<file path="src/rtl/tdm_pkg.sv">
// rtl/tdm_pkg.sv - shared constants, state type and slot mapping for the TDM link
`timescale 1ns/1ps
package tdm_pkg;

  localparam int NUM_CH = 8;
  localparam int SEL_W  = $clog2(NUM_CH);

  typedef enum logic {
    IDLE = 1'b0,
    RECV = 1'b1
  } tdm_state_t;

  // Slot k of the serial frame carries bit k of the parallel word. The transmit
  // sequencer uses the same mapping, so both ends stay in step if it changes.
  function automatic logic [SEL_W-1:0] slot_to_bit(input logic [SEL_W-1:0] slot);
    return slot;
  endfunction

endpackage

</file>
<file path="src/rtl/tdm_slot_counter.sv">
// rtl/tdm_slot_counter.sv - slot index counter with load-to-1, increment and last-slot flag
//
// Ports:
//   clk, rst_n - clock and asynchronous active-low reset
//   load_one   - a slot-0 bit was taken, so the next slot is 1 (wins over inc)
//   inc        - a mid-frame bit was taken, advance modulo NUM_CH
//   cnt        - slot index the next accepted bit will fill
//   last       - cnt addresses slot NUM_CH-1
`timescale 1ns/1ps
module tdm_slot_counter
  import tdm_pkg::*;
#(
  parameter int NUM_CH = tdm_pkg::NUM_CH,
  parameter int SEL_W  = tdm_pkg::SEL_W
) (
  input  logic             clk,
  input  logic             rst_n,
  input  logic             load_one,
  input  logic             inc,
  output logic [SEL_W-1:0] cnt,
  output logic             last
);

  always_ff @(posedge clk or negedge rst_n) begin
    if (!rst_n) begin
      cnt <= '0;
    end else if (load_one) begin
      cnt <= SEL_W'(1);
    end else if (inc) begin
      // Power-of-two slot count, so the natural rollover is the frame wrap.
      cnt <= cnt + 1'b1;
    end
  end

  assign last = (cnt == SEL_W'(NUM_CH - 1));

endmodule

</file>
<file path="src/rtl/tdm_demux_8.sv">
// rtl/tdm_demux_8.sv - frame-synchronised serial-to-parallel TDM demultiplexer
//
// Ports:
//   clk, rst_n  - clock and asynchronous active-low reset
//   ser_in      - serial bit for the current slot
//   ser_valid   - ser_in carries a slot bit this cycle
//   frame_sync  - with ser_valid, marks the bit as slot 0 of a new frame
//   data_out    - last completed frame, bit k = slot k
//   data_valid  - one-cycle pulse when data_out updates
//   sel_out     - slot index the next accepted bit will fill
//   busy        - a frame is partially received
//   frame_err   - one-cycle pulse on a stray bit or an early frame sync
`timescale 1ns/1ps
module tdm_demux_8
  import tdm_pkg::*;
#(
  parameter int NUM_CH = tdm_pkg::NUM_CH,
  parameter int SEL_W  = tdm_pkg::SEL_W
) (
  input  logic              clk,
  input  logic              rst_n,
  input  logic              ser_in,
  input  logic              ser_valid,
  input  logic              frame_sync,
  output logic [NUM_CH-1:0] data_out,
  output logic              data_valid,
  output logic [SEL_W-1:0]  sel_out,
  output logic              busy,
  output logic              frame_err
);

  tdm_state_t        state_q;
  tdm_state_t        state_n;
  logic [NUM_CH-1:0] asm_q;
  logic [NUM_CH-1:0] asm_next;
  logic              load_one;
  logic              inc;
  logic              publish;
  logic              err_d;
  logic              last_slot;

  tdm_slot_counter #(
    .NUM_CH (NUM_CH),
    .SEL_W  (SEL_W)
  ) u_slot_counter (
    .clk      (clk),
    .rst_n    (rst_n),
    .load_one (load_one),
    .inc      (inc),
    .cnt      (sel_out),
    .last     (last_slot)
  );

  always_ff @(posedge clk or negedge rst_n) begin
    if (!rst_n) begin
      state_q <= IDLE;
    end else begin
      state_q <= state_n;
    end
  end

  // Frame word with the current bit merged in; published directly on the last
  // slot so data_out carries the final bit with one cycle of latency.
  always_comb begin
    asm_next = asm_q;
    asm_next[slot_to_bit(sel_out)] = ser_in;
  end

  always_comb begin
    state_n  = state_q;
    load_one = 1'b0;
    inc      = 1'b0;
    publish  = 1'b0;
    err_d    = 1'b0;
    unique case (state_q)
      IDLE: begin
        if (ser_valid && frame_sync) begin
          load_one = 1'b1;
          state_n  = RECV;
        end else if (ser_valid) begin
          err_d = 1'b1;
        end
      end
      RECV: begin
        if (ser_valid && frame_sync) begin
          // Early sync: drop the partial frame and restart on this bit.
          load_one = 1'b1;
          err_d    = 1'b1;
        end else if (ser_valid) begin
          inc = 1'b1;
          if (last_slot) begin
            publish = 1'b1;
            state_n = IDLE;
          end
        end
      end
      default: state_n = IDLE;
    endcase
  end

  always_ff @(posedge clk or negedge rst_n) begin
    if (!rst_n) begin
      asm_q <= '0;
    end else if (load_one) begin
      asm_q[slot_to_bit(SEL_W'(0))] <= ser_in;
    end else if (inc) begin
      asm_q <= asm_next;
    end
  end

  always_ff @(posedge clk or negedge rst_n) begin
    if (!rst_n) begin
      data_out   <= '0;
      data_valid <= 1'b0;
      frame_err  <= 1'b0;
    end else begin
      data_valid <= publish;
      frame_err  <= err_d;
      if (publish) begin
        data_out <= asm_next;
      end
    end
  end

  assign busy = (state_q == RECV);

endmodule

</file>
<file path="config.mk">
export PLATFORM = sky130hd
export DESIGN_NAME = tdm_demux_8
export DESIGN_NICKNAME = d
export VERILOG_FILES = /design/src/rtl/tdm_pkg.sv /design/src/rtl/tdm_slot_counter.sv /design/src/rtl/tdm_demux_8.sv
export SDC_FILE = /design/constraint.sdc
export NUM_CORES = 1
export LEC_CHECK = 0
export BUFFER_PORTS_ARGS = -buffer_cell sky130_fd_sc_hd__buf_2
export CORE_MARGIN = 4
export CORE_UTILIZATION = 37
export CTS_CLUSTER_SIZE = 30
export DETAILED_ROUTE_END_ITERATION = 16
export SYNTH_ARGS = -nofsm -noshare
export SYNTH_HDL_FRONTEND = slang
export SYNTH_SLANG_ARGS = --single-unit
export TNS_END_PERCENT = 10
</file>
<file path="constraint.sdc">
create_clock -name clk -period 2.4 [get_ports clk]
set_clock_uncertainty 0.2 [all_clocks]
set_input_delay 0.24 -clock clk [delete_from_list [all_inputs] [get_ports clk]]
set_output_delay 0.24 -clock clk [all_outputs]
set_load 0.05 [all_outputs]
</file>
# After elaboration in Yosys (flattened, before gate mapping)
# Index checks and enable logic that the tools add are counted.
# totals
ff_bits	22
inputBits	5
# classes
n_addsub	1
n_lt_le_gt_ge	2
eq_ne	1
mux	20
bitwise	2
reduce_logical	4
# op_table
operator	n
1-bit two-way mux	14
8-bit bitwise mux	1
3-bit two-way mux	2
3-bit by 4-bit < comparator with 1-bit output (second input constant)	1
1-bit one-hot mux with 2 select lines	2
3-bit by 1-bit adder with 3-bit output (second input constant)	1
1-bit demux with 3-bit select	1
3-bit equality test (second input constant)	1
3-bit by 1-bit >= comparator with 1-bit output (second input constant)	1
1-bit logical AND	2
1-bit NOT	2
2-bit AND reduction	1
2-bit nonzero test	1

# Depth between registers and ports, before layout
# logic_depth
word_depth	7
depth_mapped	6
depth_no_buf	5

# By module
# From an unflattened synthesis, not the netlist that was laid out.
# hier_totals
cells_unflattened	101
hier_area_um2	1109.8
# by_module_without_submodules
module	n_inst	cells_per_inst	area_each_um2
tdm_demux_8	1	90	967.2
tdm_slot_counter	1	11	142.6

# Worst setup path before layout
# Ideal clock, no wire load.
# synth_path
path_kind	register to register
startpoint	register u_slot_counter.cnt[1]
endpoint	register data_out[0]
t_arrival_ns	1.580
required_ns	2.077
setup_slack_ns	0.497
stages_incl_launch_ff	7
synth_period_minus_slack_ns	1.903
cell_sequence	dfrtp_1 -> ha_1 -> ha_1 -> nand4b_4 -> buf_6 -> nand2_1 -> o21ai_1
# synth_via
elab_chain_cells	5
word_cells_on_any_way	11
cone_classes	order compare: 2; eq/ne: 1; mux: 7; reduce/logical: 1
# synth_lines
item	line_no	rtl
from (decl)	tdm_slot_counter.sv:20	output logic [SEL_W-1:0] cnt,
from (signal assigned)	tdm_slot_counter.sv:31	cnt <= cnt + 1'b1;
3-bit by 4-bit < comparator with 1-bit output (not written as such) (tied with other cells)	tdm_demux_8.sv:66	asm_next[slot_to_bit(sel_out)] = ser_in;
1-bit logical AND (not written as such) / 1-bit two-way mux (equally long branches)	tdm_demux_8.sv:66, tdm_demux_8.sv:91	
1-bit two-way mux (on tied branches)	tdm_demux_8.sv:66, tdm_demux_8.sv:89	
1-bit demux with 3-bit select / 1-bit two-way mux (equally long branches)	tdm_demux_8.sv:66, tdm_demux_8.sv:85	
8-bit bitwise mux / 1-bit two-way mux (equally long branches)	tdm_demux_8.sv:66, tdm_demux_8.sv:75	
to (signal assigned)	tdm_demux_8.sv:120	data_out <= asm_next;
to (decl)	tdm_demux_8.sv:25	output logic [NUM_CH-1:0] data_out,
# Parallel ways exist; a longest one is shown, timed or not.
# A chain may end at the register's enable or synchronous reset.

# Final worst setup path
# layout_path
startpoint	register u_slot_counter.cnt[2]
endpoint	register asm_q[5]
# layout_via
elab_chain_cells	5
word_cells_on_any_way	6
cone_classes	order compare: 2; mux: 3; reduce/logical: 1
# layout_lines
item	line_no	rtl
3-bit by 4-bit < comparator with 1-bit output (not written as such) / 3-bit by 1-bit >= comparator with 1-bit output (equally long branches)	tdm_demux_8.sv:66	
1-bit logical AND (not written as such)	tdm_demux_8.sv:66	
1-bit two-way mux (not written as such)	tdm_demux_8.sv:66	
1-bit demux with 3-bit select (*)	tdm_demux_8.sv:66	
8-bit bitwise mux (*)	tdm_demux_8.sv:66	
to (signal, indexed assignment)	tdm_demux_8.sv:105	asm_q[slot_to_bit(SEL_W'(0))] <= ser_in;
to (signal assigned)	tdm_demux_8.sv:107	asm_q <= asm_next;
to (decl)	tdm_demux_8.sv:34	logic [NUM_CH-1:0] asm_q;
# Mark *: on every way between the ends. The rest lies on a longest branch, timed or not.

==> metrics.cfg <==
[cts]
cts.sinks = 22
root_buffer = clkbuf_4
cts_buffers = 3
clkLatencyLatePin_ns = 0.31
h-tree-depth = 1
clockBufferDepth = 2
cts_tree = yes
cts_setup_buffers = 0
path_clk_slew_ns = 0.12

[layout]
nets = 127
drive_gt1_share_pct = 33.6
multi_input_area_um2 = 564
area_growth_pct = 12.9
post-route-cell-area_um2 = 1350
final-seq-area_um2 = 551
antenna_cells = 0
fill_cells = 329
final_util_pct = 43.8

[global_routing]
first_global_vias = 782
grt_overflow = 0
grt_usage_pct = 11.1
grt_pass1_wl_um = 3590
antenna_found_initial = 0
grt_most_used_layer = met2
use_met3_pct = 3.81
grt_max_degree = 23
use_met2_pct = 16.9
grt_use_met1_pct = 15.2

[run]
max-cap-violations = 0

[yosys]
syn_avg_cell_area_um2 = 11.7
synthArstFlopShare_pct = 100
ys_ff_latch = 22
synth_ff_type = dfrtp_1
seq_area_frac_synth_pct = 46.1
synth-simple-area-share_pct = 21.7
ys_types = 30
synth_most_common_cell = dfrtp_1
syn-num-nets = 109
synth_top_cell_by_area = dfrtp_1
synth_top_cell_area_share_pct = 46.1
yosysWarnings = 0
synthTopCellsByCount = dfrtp_1, nand2_1, o21ai_1
synthTopCellsByArea = dfrtp_1, mux2i_1, mux2_1
synth_top_family_by_area = simple AND/OR/NAND/NOR gates
synthAdderAreaFrac_pct = 2.09
syn_area_um2 = 1190
syn_inst = 102
synth_compound_gate_area_share_pct = 7.54
synth_mux_area_share_pct = 15.2
synth_edf_count = 0
synth_xor_xnor_area_share_pct = 0.733

[sta]
tightestPinTransition_ns = 0.589
finalCritPeriodShare_pct = 78.5
fin_tns_setup_ns = 0
finalHoldViolations = 0
fin_ws_ns = 0.517
setup_violations = 0
max_freq_ghz = 0.531
rsz0062_at_grt = no
period_minus_slack_ns = 1.88
maxSlewViolCount = 0
slew_headroom_pct = 60.7

[pwr]
finalPower_w = 0.00142
p_leak_nw = 0.627
pwr_density_cell_nw_per_um2 = 1050
vdd_drop_max_uv = 612

[floorplan]
die_y_um = 64.8
die_w_um = 64.8
start_util_pct = 38.8
io_pins = 19
core_um2 = 3080
die_area_um2 = 4200
rows = 20

[critical_path]
end_kind = register
path_max_fanout = 16
cp-start-kind = register
cp.required_ns = 2.41
cpPeakStageDelay_ns = 0.74
path_cells = nand4b_1 > nor2_1 > mux2_2
crit_type = reg2reg
reg2reg_from = u_slot_counter.cnt[2]$_DFFE_PN0P_
worst_path_max_delay_cell = dfrtp_1
critPathLaunch = u_slot_counter.cnt[2]$_DFFE_PN0P_
arrival_ns = 1.89
regToRegSetupSlack_ns = 0.52

[detailed_routing]
wl_per_cell_um = 13.3
drc = 0
wirelength_um = 2160
viasPerCell = 4.93
dr.pass1.iters = 4
vias = 803
final_antenna_net_count = 0
initialDrtViolationCount = 24

[placed_design]
port_buffers = 18
place_congestion = 0.718
post-place-ws_ns = 0.551
dp_hpwl_um = 1560
place_area_um2 = 1290

[min_path]
hold_path_class = in2reg
hold_start = frame_sync

[outcome]
run_status = finished clean

## power breakdown
group	leakage, nW	internal, W	total, W	switching (W)
Sequential	0.285	0.000478	0.000566	0.0000884
Combinational	0.314	0.000197	0.000564	0.000367
Clock	0.0279	0.000169	0.000287	0.000119
## critical path, delay by kind of cell (launching register included)
kind          cells  cell delay [ns]
flops             1             0.74
simple gates      2             0.50
mux               1             0.35
## area by class of cell
| class | instances | area share (%) |
|---|---|---|
| well taps | 44 | 4.08 |
| repair buffers | 21 | 8.53 |
| clock buffers | 3 | 1.67 |
| multi-input cells | 69 | 41.8 |
| flip-flops and latches | 22 | 40.8 |
| clock inverters | 1 | 2.23 |
| inverters | 3 | 0.835 |
## what timing repair did
item | in CTS | in global routing
hold endpoints to repair | 22 | 0
hold buffers | 1 | 0
gates resized for setup | 0 | 0
## flip-flops by register name, summed over array words and instances, names as in the netlist
signal / count
data_valid: 1
data_out: 8
u_slot_counter.cnt: 3
asm_q: 8
frame_err: 1
busy: 1
## worst paths after layout
kind                                                      to  cells after the start
min in group asynchronous            data_out[0]$_DFFE_PN0P_                      2
max                                     asm_q[5]$_DFFE_PN0P_                      3
max reg2reg                             asm_q[5]$_DFFE_PN0P_                      3
max in group asynchronous               asm_q[6]$_DFFE_PN0P_                      2
min reg2reg                          data_out[6]$_DFFE_PN0P_                      2
min                        u_slot_counter.cnt[2]$_DFFE_PN0P_                      2
## kinds of logic after synthesis
| family | after synthesis |
|---|---|
| adders and majority gates | 2 |
| buffers and inverters | 11 |
| and+or+nand+nor | 34 |
| DFF | 22 |
| xor gates and xnor gates | 1 |
| AOI/OAI and AO/OA | 15 |
| muxes | 17 |
## placed cells by master, fill, tap and decap left out, drive strengths merged
cell type | netlist | routed
a22o | 1 | 1
and2 | 1 | 1
buf | 7 | 20
bufinv | 0 | 1
clkbuf | 1 | 3
dfrtp | 22 | 22
dlygate4sd3 | 0 | 1
ha | 2 | 2
inv | 3 | 3
mux2 | 9 | 9
mux2i | 8 | 8
nand2 | 11 | 11
nand2b | 2 | 2
nand3 | 3 | 3
nand3b | 3 | 3
nand4b | 2 | 2
nor2 | 3 | 3
nor3 | 2 | 2
nor3b | 3 | 3
nor4 | 3 | 3
nor4b | 1 | 1
o21a | 2 | 2
o21ai | 9 | 9
o22a | 1 | 1
o22ai | 2 | 2
xnor2 | 1 | 1
## through the flow
stage | hold slack [ns] | instances
2_1_floorplan | -0.256 | 102
3_3_place_gp | 0.0301 | 158
3_5_place_dp | 0.0374 | 158
4_1_cts | 0.0638 | 163
5_1_grt | 0.0912 | 163
6_report | 0.0729 | 163
## metal layers
metal	part of all wire [%]	wire [µm]	up-vias
met5	0	0	-
met4	0.74	16	0
met3	5.4	117	2
met2	44	956	24
met1	50	1070	384
li1	-	-	393
Note: power is estimated with default switching activity, not from simulation.
